## src/rtl/tt_pkg.sv

```systemverilog
// Shared types and constants for the truth-table sweep/capture block.
package tt_pkg;

  typedef enum logic [1:0] {
    IDLE   = 2'd0,
    SETTLE = 2'd1,
    EMIT   = 2'd2
  } state_e;

  localparam int TT_BITS   = 128;
  localparam int TT_WORDS  = 4;
  localparam int TT_WORD_W = 32;
  localparam int TT_IDX_W  = 2;

  // Word k covers table bits [32k+31 : 32k].
  function automatic logic [TT_WORD_W-1:0] word_slice(input logic [TT_BITS-1:0] tbl,
                                                      input logic [TT_IDX_W-1:0] k);
    return tbl[{k, 5'd0} +: TT_WORD_W];
  endfunction

endpackage

```

## src/rtl/tt_sweep_capture_if.sv

```systemverilog
// Word stream carrying the captured truth table, valid/ready handshake.
interface tt_sweep_capture_if;
  import tt_pkg::*;

  logic                  word_valid;
  logic                  word_ready;
  logic [TT_WORD_W-1:0]  word_data;
  logic [TT_IDX_W-1:0]   word_idx;

  modport master (output word_valid, output word_data, output word_idx, input word_ready);
  modport slave  (input word_valid, input word_data, input word_idx, output word_ready);
endinterface

```

## src/rtl/tt_word_emitter.sv

```systemverilog
// Streams the captured table as words, highest index first, through a registered valid/ready slice.
module tt_word_emitter
  import tt_pkg::*;
#(
  parameter int NWORDS = TT_WORDS
) (
  input  logic               clk,
  input  logic               rst_n,
  input  logic               load,
  input  logic [TT_BITS-1:0] tbl,
  output logic               last_hs,
  tt_sweep_capture_if.master wif
);

  localparam logic [TT_IDX_W-1:0] LAST_IDX = TT_IDX_W'(NWORDS - 1);

  logic                 valid_q;
  logic [TT_IDX_W-1:0]  idx_q;
  logic [TT_WORD_W-1:0] data_q;
  logic                 hs;

  assign hs      = valid_q & wif.word_ready;
  assign last_hs = hs && (idx_q == '0);

  always_ff @(posedge clk or negedge rst_n) begin
    if (!rst_n) begin
      valid_q <= 1'b0;
      idx_q   <= LAST_IDX;
      data_q  <= '0;
    end else if (load) begin
      valid_q <= 1'b1;
      idx_q   <= LAST_IDX;
      data_q  <= word_slice(tbl, LAST_IDX);
    end else if (hs) begin
      if (idx_q == '0) begin
        valid_q <= 1'b0;
      end else begin
        idx_q  <= idx_q - 2'd1;
        data_q <= word_slice(tbl, idx_q - 2'd1);
      end
    end
  end

  assign wif.word_valid = valid_q;
  assign wif.word_data  = data_q;
  assign wif.word_idx   = idx_q;

endmodule

```

## src/rtl/tt_sweep_capture.sv

```systemverilog
// Enumerates all 7-bit input vectors, samples the function output into a 128-bit table, then streams it out.
module tt_sweep_capture
  import tt_pkg::*;
#(
  parameter int NUM_INPUTS    = 7,
  parameter int SETTLE_CYCLES = 1,
  parameter int WORD_W        = 32
) (
  input  logic                  clk,
  input  logic                  rst_n,
  input  logic                  start,
  output logic [NUM_INPUTS-1:0] x,
  input  logic                  f_in,
  output logic                  busy,
  output logic [7:0]            ones_count,
  output logic                  done,
  tt_sweep_capture_if.master    wif
);

  localparam logic [3:0]            SETTLE_LAST = 4'(SETTLE_CYCLES);
  localparam logic [NUM_INPUTS-1:0] X_ONE       = 1;

  state_e                state_q;
  logic [NUM_INPUTS-1:0] x_q;
  logic [3:0]            cnt_q;
  logic [TT_BITS-1:0]    table_q;
  logic [TT_BITS-1:0]    table_d;
  logic [7:0]            ones_q;
  logic                  busy_q;
  logic                  done_q;
  logic                  sample;
  logic                  load;
  logic                  last_hs;

  assign sample = (state_q == SETTLE) && (cnt_q == SETTLE_LAST);
  assign load   = sample && (&x_q);

  // The emitter sees the next-state table so the final sampled bit lands in word 3 on EMIT entry.
  always_comb begin
    table_d = table_q;
    if (sample) table_d[x_q] = f_in;
  end

  always_ff @(posedge clk or negedge rst_n) begin
    if (!rst_n) begin
      state_q <= IDLE;
      x_q     <= '0;
      cnt_q   <= '0;
      table_q <= '0;
      ones_q  <= '0;
      busy_q  <= 1'b0;
      done_q  <= 1'b0;
    end else begin
      done_q <= 1'b0;
      case (state_q)
        IDLE: begin
          if (start) begin
            state_q <= SETTLE;
            x_q     <= '0;
            cnt_q   <= '0;
            ones_q  <= '0;
            busy_q  <= 1'b1;
          end
        end
        SETTLE: begin
          if (sample) begin
            table_q <= table_d;
            ones_q  <= ones_q + {7'd0, f_in};
            if (&x_q) begin
              state_q <= EMIT;
            end else begin
              x_q   <= x_q + X_ONE;
              cnt_q <= '0;
            end
          end else begin
            cnt_q <= cnt_q + 4'd1;
          end
        end
        EMIT: begin
          if (last_hs) begin
            state_q <= IDLE;
            x_q     <= '0;
            busy_q  <= 1'b0;
            done_q  <= 1'b1;
          end
        end
        default: state_q <= IDLE;
      endcase
    end
  end

  tt_word_emitter #(
    .NWORDS (TT_BITS / WORD_W)
  ) u_emit (
    .clk     (clk),
    .rst_n   (rst_n),
    .load    (load),
    .tbl     (table_d),
    .last_hs (last_hs),
    .wif     (wif)
  );

  assign x          = x_q;
  assign busy       = busy_q;
  assign ones_count = ones_q;
  assign done       = done_q;

endmodule

```

## src/flat_wrapper.sv

```systemverilog
// flat-port wrapper written by rule: the top's interface ports become plain ports
module tt_sweep_capture_flat import tt_pkg::*;
#(
  parameter int NUM_INPUTS    = 7,
  parameter int SETTLE_CYCLES = 1,
  parameter int WORD_W        = 32
)
  (clk, rst_n, start, x, f_in, busy, ones_count, done, wif_word_valid, wif_word_data, wif_word_idx, wif_word_ready);
  tt_sweep_capture_if wif_i ();
  input  logic clk;
  input  logic rst_n;
  input  logic start;
  output logic [NUM_INPUTS-1:0] x;
  input  logic f_in;
  output logic busy;
  output logic [7:0] ones_count;
  output logic done;
  output wire logic [$bits(wif_i.word_valid)-1:0] wif_word_valid;
  output wire logic [$bits(wif_i.word_data)-1:0] wif_word_data;
  output wire logic [$bits(wif_i.word_idx)-1:0] wif_word_idx;
  input wire logic [$bits(wif_i.word_ready)-1:0] wif_word_ready;
  assign wif_word_valid = wif_i.word_valid;
  assign wif_word_data = wif_i.word_data;
  assign wif_word_idx = wif_i.word_idx;
  assign wif_i.word_ready = wif_word_ready;
  tt_sweep_capture #(.NUM_INPUTS(NUM_INPUTS), .SETTLE_CYCLES(SETTLE_CYCLES), .WORD_W(WORD_W)) u_core (.clk(clk), .rst_n(rst_n), .start(start), .x(x), .f_in(f_in), .busy(busy), .ones_count(ones_count), .done(done), .wif(wif_i));
endmodule
```

## config.mk

```make
export PLATFORM = sky130hd
export DESIGN_NAME = tt_sweep_capture_flat
export DESIGN_NICKNAME = d
export VERILOG_FILES = /design/src/rtl/tt_pkg.sv /design/src/rtl/tt_sweep_capture_if.sv /design/src/rtl/tt_word_emitter.sv /design/src/rtl/tt_sweep_capture.sv /design/src/flat_wrapper.sv
export SDC_FILE = /design/constraint.sdc
export NUM_CORES = 1
export LEC_CHECK = 0
export ABC_AREA = 0
export CORE_ASPECT_RATIO = 0.9
export CORE_MARGIN = 3
export CORE_UTILIZATION = 50
export CTS_CLUSTER_SIZE = 40
export DETAILED_ROUTE_END_ITERATION = 8
export GPL_TIMING_DRIVEN = 0
export PLACE_DENSITY = 0.69
export REMOVE_ABC_BUFFERS = 1
export SLEW_MARGIN = 20
export SYNTH_ARGS = -nofsm -noshare
export SYNTH_HDL_FRONTEND = slang
export SYNTH_SLANG_ARGS = --single-unit
```

## constraint.sdc

```tcl
create_clock -name clk -period 3.77 [get_ports clk]
set_clock_uncertainty 0.05 [all_clocks]
set_input_delay 0.5655 -clock clk [delete_from_list [all_inputs] [get_ports clk]]
set_output_delay 0.5655 -clock clk [all_outputs]
set_load 0.02 [all_outputs]
```

==> impl_results.md <==
- Share of total power in sequential cells: 0.357
- DR pass1 iterations: 6
- #FFs+latches synth: 186
- Crit share post-route: 0.953
- Clk slew on worst S/H paths: 0.07 ns
- P_leak: 0.00426 uW
- Metal3 WL: 1630 um
- CP Data Arrival Time: 3.84 ns
- FF/Latch Area: 4660 um2
- CP max FO: 30
- Core area: 18000 um2
- Slew Viols, Final: 0
- Max Cap Violations: 0
- Inserted Clock Buffers: 17
- Detail Route Antenna Nets: 0
- Max frequency: 278 MHz
- Post-Syn Area: 9400 um2
- Row count: 46
- Hpwl dp: 15400 um
- Non-Filler Instances: 1158
- Setup crit end kind: flip-flop
- Multi-input logic area: 4310 um2
- Via/cell ratio: 6.33
- Cell Pwr Density: 765 nW/um2
- Final core area utilization: 0.599
- Most used DFF post-synth: dfrtp_1
- Placer's final routability congestion estimate: 0.800
- H-tree Lvls: 4
- Worst path cell trace: nand4_1 > nor4_4 > buf_8 > buf_6 > buf_4 > nor2_4 > o221ai_1 > o21ai_0
- Final setup fails: 0
- Vias: 7332
- Final hold violation count: 0
- Worst-Margin Slew: 1.11 ns
- R2R setup slack: 0.18 ns
- PortBufs: 56
- Post-route minimum period: 3.59 ns
- Worst flop-to-flop path startpoint: u_core.x[3]$_DFFE_PN0P_
- Top-area cell type share of the netlist area: 0.490
- Average wire per standard cell: 21.6 um
- Die Y: 136 um
- Sw power: 3290 uW
- Routed length on met1: 11300 um
- DR top layer: met4
- Slew HR: 0.262
- Post-synth top area cell: dfrtp_1
- Syn Area/Cell: 10.5 um2
- Area grow syn2layout: 14.7%
- GRT Resource Usage Total: 0.254
- Status: completed
- EDFF count, synth: 0
- Fraction of layout cells with a size suffix above 1: 0.154
- Synth area leaders: dfrtp_1 (49%), mux2_2 (6.7%), o31ai_1 (4.2%), nand3_1 (3.9%), o21ai_0 (3.4%)
- Clock share of power: 0.228
- Post-synthesis sequential area ratio: 0.495
- Worst reg2reg path depth: 8
- Post-Route WL: 25000 um
- Root buf cell: clkbuf_16
- WP buf/inv: 3
- First-pass GRT wire length: 40400 um
- Initial antenna violation count: 0
- Max VDD drop: 419 uV
- Final layout net count: 917
- Worst skew pair latency: 0.43 ns
- Number of cells on the critical path: 8
- Setup Crit Path Kind: flip-flop to flip-flop
- Postcts setup bufs: 0
- Setup TNS: 0 ns
- DR iter-0 viols: 707
- Cell with the most instances after synthesis: dfrtp_1
- CTS tree: done
- CP max stage delay: 1.08 ns
- Metal2 WL: 11700 um
- Fillers: 1479
- Switching part of the total: 0.399
- Fin area: 10800 um2
- Largest net degree at the start of global routing: 98
- Int Pwr: 4960 uW
- Combinational share of power: 0.415
- YS warnings: 0
- Die Wd: 151 um
- Drt drc: 0
- RSZ-0062 raised after global routing: no
- HP Class: input pin to async pin
- Die area: 20500 um2
- Grt total ovfl: 0
- CTS Sinks: 186
- Post-Place Cells: 1127
- Synth Instances: 898
- Worst-case clock buffer depth: 2
- Count of cell types in the netlist: 63
- Post-DP Area: 10200 um2
- Async SR Flop Fraction: 1.00
- # IOs: 57
- Slowest-stage cell, CP: dfrtp_1
- Number of global-route vias before repair: 7362
- Starting Density: 0.522
- Worst setup SP type: flip-flop
- Cts hold-fix bufs: 0
- CP required: 4.02 ns
- Synth cell count leaders: dfrtp_1 (184), nand3_1 (73), o21ai_0 (63), mux2_2 (56), a21oi_1 (53)
- Worst reg2reg path endpoint: u_core.u_emit.wif.word_data[5]$_DFFE_PN0P_
- CP delay by family, top: simple AND/OR/NAND/NOR gates
-- worst reg2reg max path, cell delays in order, from the launching register on --
cell	delay [ns]
dfrtp_1	1.08
nand4_1	0.55
nor4_4	0.73
buf_8	0.23
buf_6	0.18
buf_4	0.24
nor2_4	0.16
o221ai_1	0.12
o21ai_0	0.12
-- layer usage --
metal	GRT usage	up-vias
met2	0.404	238
met4	0.0544	0
met5	0	-
met1	0.354	3714
met3	0.0650	35
li1	-	3345
-- layout by cell type (no fill, tap or decap), types with 16 or more instances in the layout --
cell,netlist,routed
inv_1,30,30
o21ai_0,63,62
nand2_1,45,43
nor2_1,25,23
o22a_1,16,16
mux2_2,56,56
mux2i_1,27,27
nand3_1,73,73
clkdlybuf4s50_1,0,54
o31ai_1,52,52
dfrtp_1,184,181
clkbuf_16,0,17
a21oi_1,53,53
-- flip-flops by register name, summed over array words and instances (netlist names) --
signal,cells
u_core.table_q,128
u_core.busy,1
u_core.ones_count,8
u_core.u_emit.wif.word_idx,2
u_core.state_q,2
u_core.done,1
u_core.cnt_q,4
u_core.u_emit.wif.word_data,32
u_core.x,7
u_core.u_emit.wif.word_valid,1
-- cell families after synthesis --
kind of cell / share of synthesized area
AO/OA/AOI/OAI: 0.186
AND/OR/NAND/NOR: 0.152
flip-flops: 0.495
XOR/XNOR: 0.00745
adder cells (fa/ha/maj): 0.00798
buffers and inverters: 0.0547
multiplexers: 0.0958
-- layout make-up --
| cell class | instances | share of cell area |
|---|---|---|
| Sequential cell | 186 | 0.432 |
| Multi-Input combinational cell | 597 | 0.400 |
| Timing Repair Buffer | 74 | 0.0736 |
| Clock buffer | 19 | 0.0401 |
| Tap cell | 240 | 0.0278 |
| Clock inverter | 11 | 0.0160 |
| Inverter | 30 | 0.0104 |
| Antenna cell | 1 | 0.000232 |
-- worst max-delay path by stage --
stage	startpoint	to	slack, ns
2_1_floorplan	u_core.x[5]$_DFFE_PN0P_	u_core.u_emit.wif.word_data[0]$_DFFE_PN0P_	-1.37
3_3_place_gp	rst_n	u_core.u_emit.wif.word_data[8]$_DFFE_PN0P_	-5.90
3_5_place_dp	u_core.x[5]$_DFFE_PN0P_	u_core.u_emit.wif.word_data[5]$_DFFE_PN0P_	0.15
4_1_cts	u_core.x[5]$_DFFE_PN0P_	u_core.u_emit.wif.word_data[5]$_DFFE_PN0P_	0.13
5_1_grt	u_core.x[3]$_DFFE_PN0P_	u_core.u_emit.wif.word_data[5]$_DFFE_PN0P_	0.02
6_report	u_core.x[3]$_DFFE_PN0P_	u_core.u_emit.wif.word_data[5]$_DFFE_PN0P_	0.18
-- power by group through the flow --
stage	logic [uW]	clock network (uW)	registers [uW]
after floorplan	1730	0	3120
after global placement	3220	0	2940
after detailed placement	3380	0	2970
after CTS	3410	1910	2940
after global routing	3700	1990	3000
final	3430	1880	2950
-- per-stage QoR --
step | power, uW | hold slack [ns] | setup WS [ns]
floorplan | 4850 | 0.220 | -1.37
global placement | 6160 | 0.411 | -5.90
detailed placement | 6350 | 0.421 | 0.153
CTS | 8260 | 0.131 | 0.129
global route | 8700 | 0.159 | 0.0234
finish | 8250 | 0.110 | 0.175
-- timing repair --
action                     CTS  global route
gates resized for setup      0             3
setup endpoints to repair    0            23
hold endpoints to repair     0             0
Power figures use the tool's default switching activity.
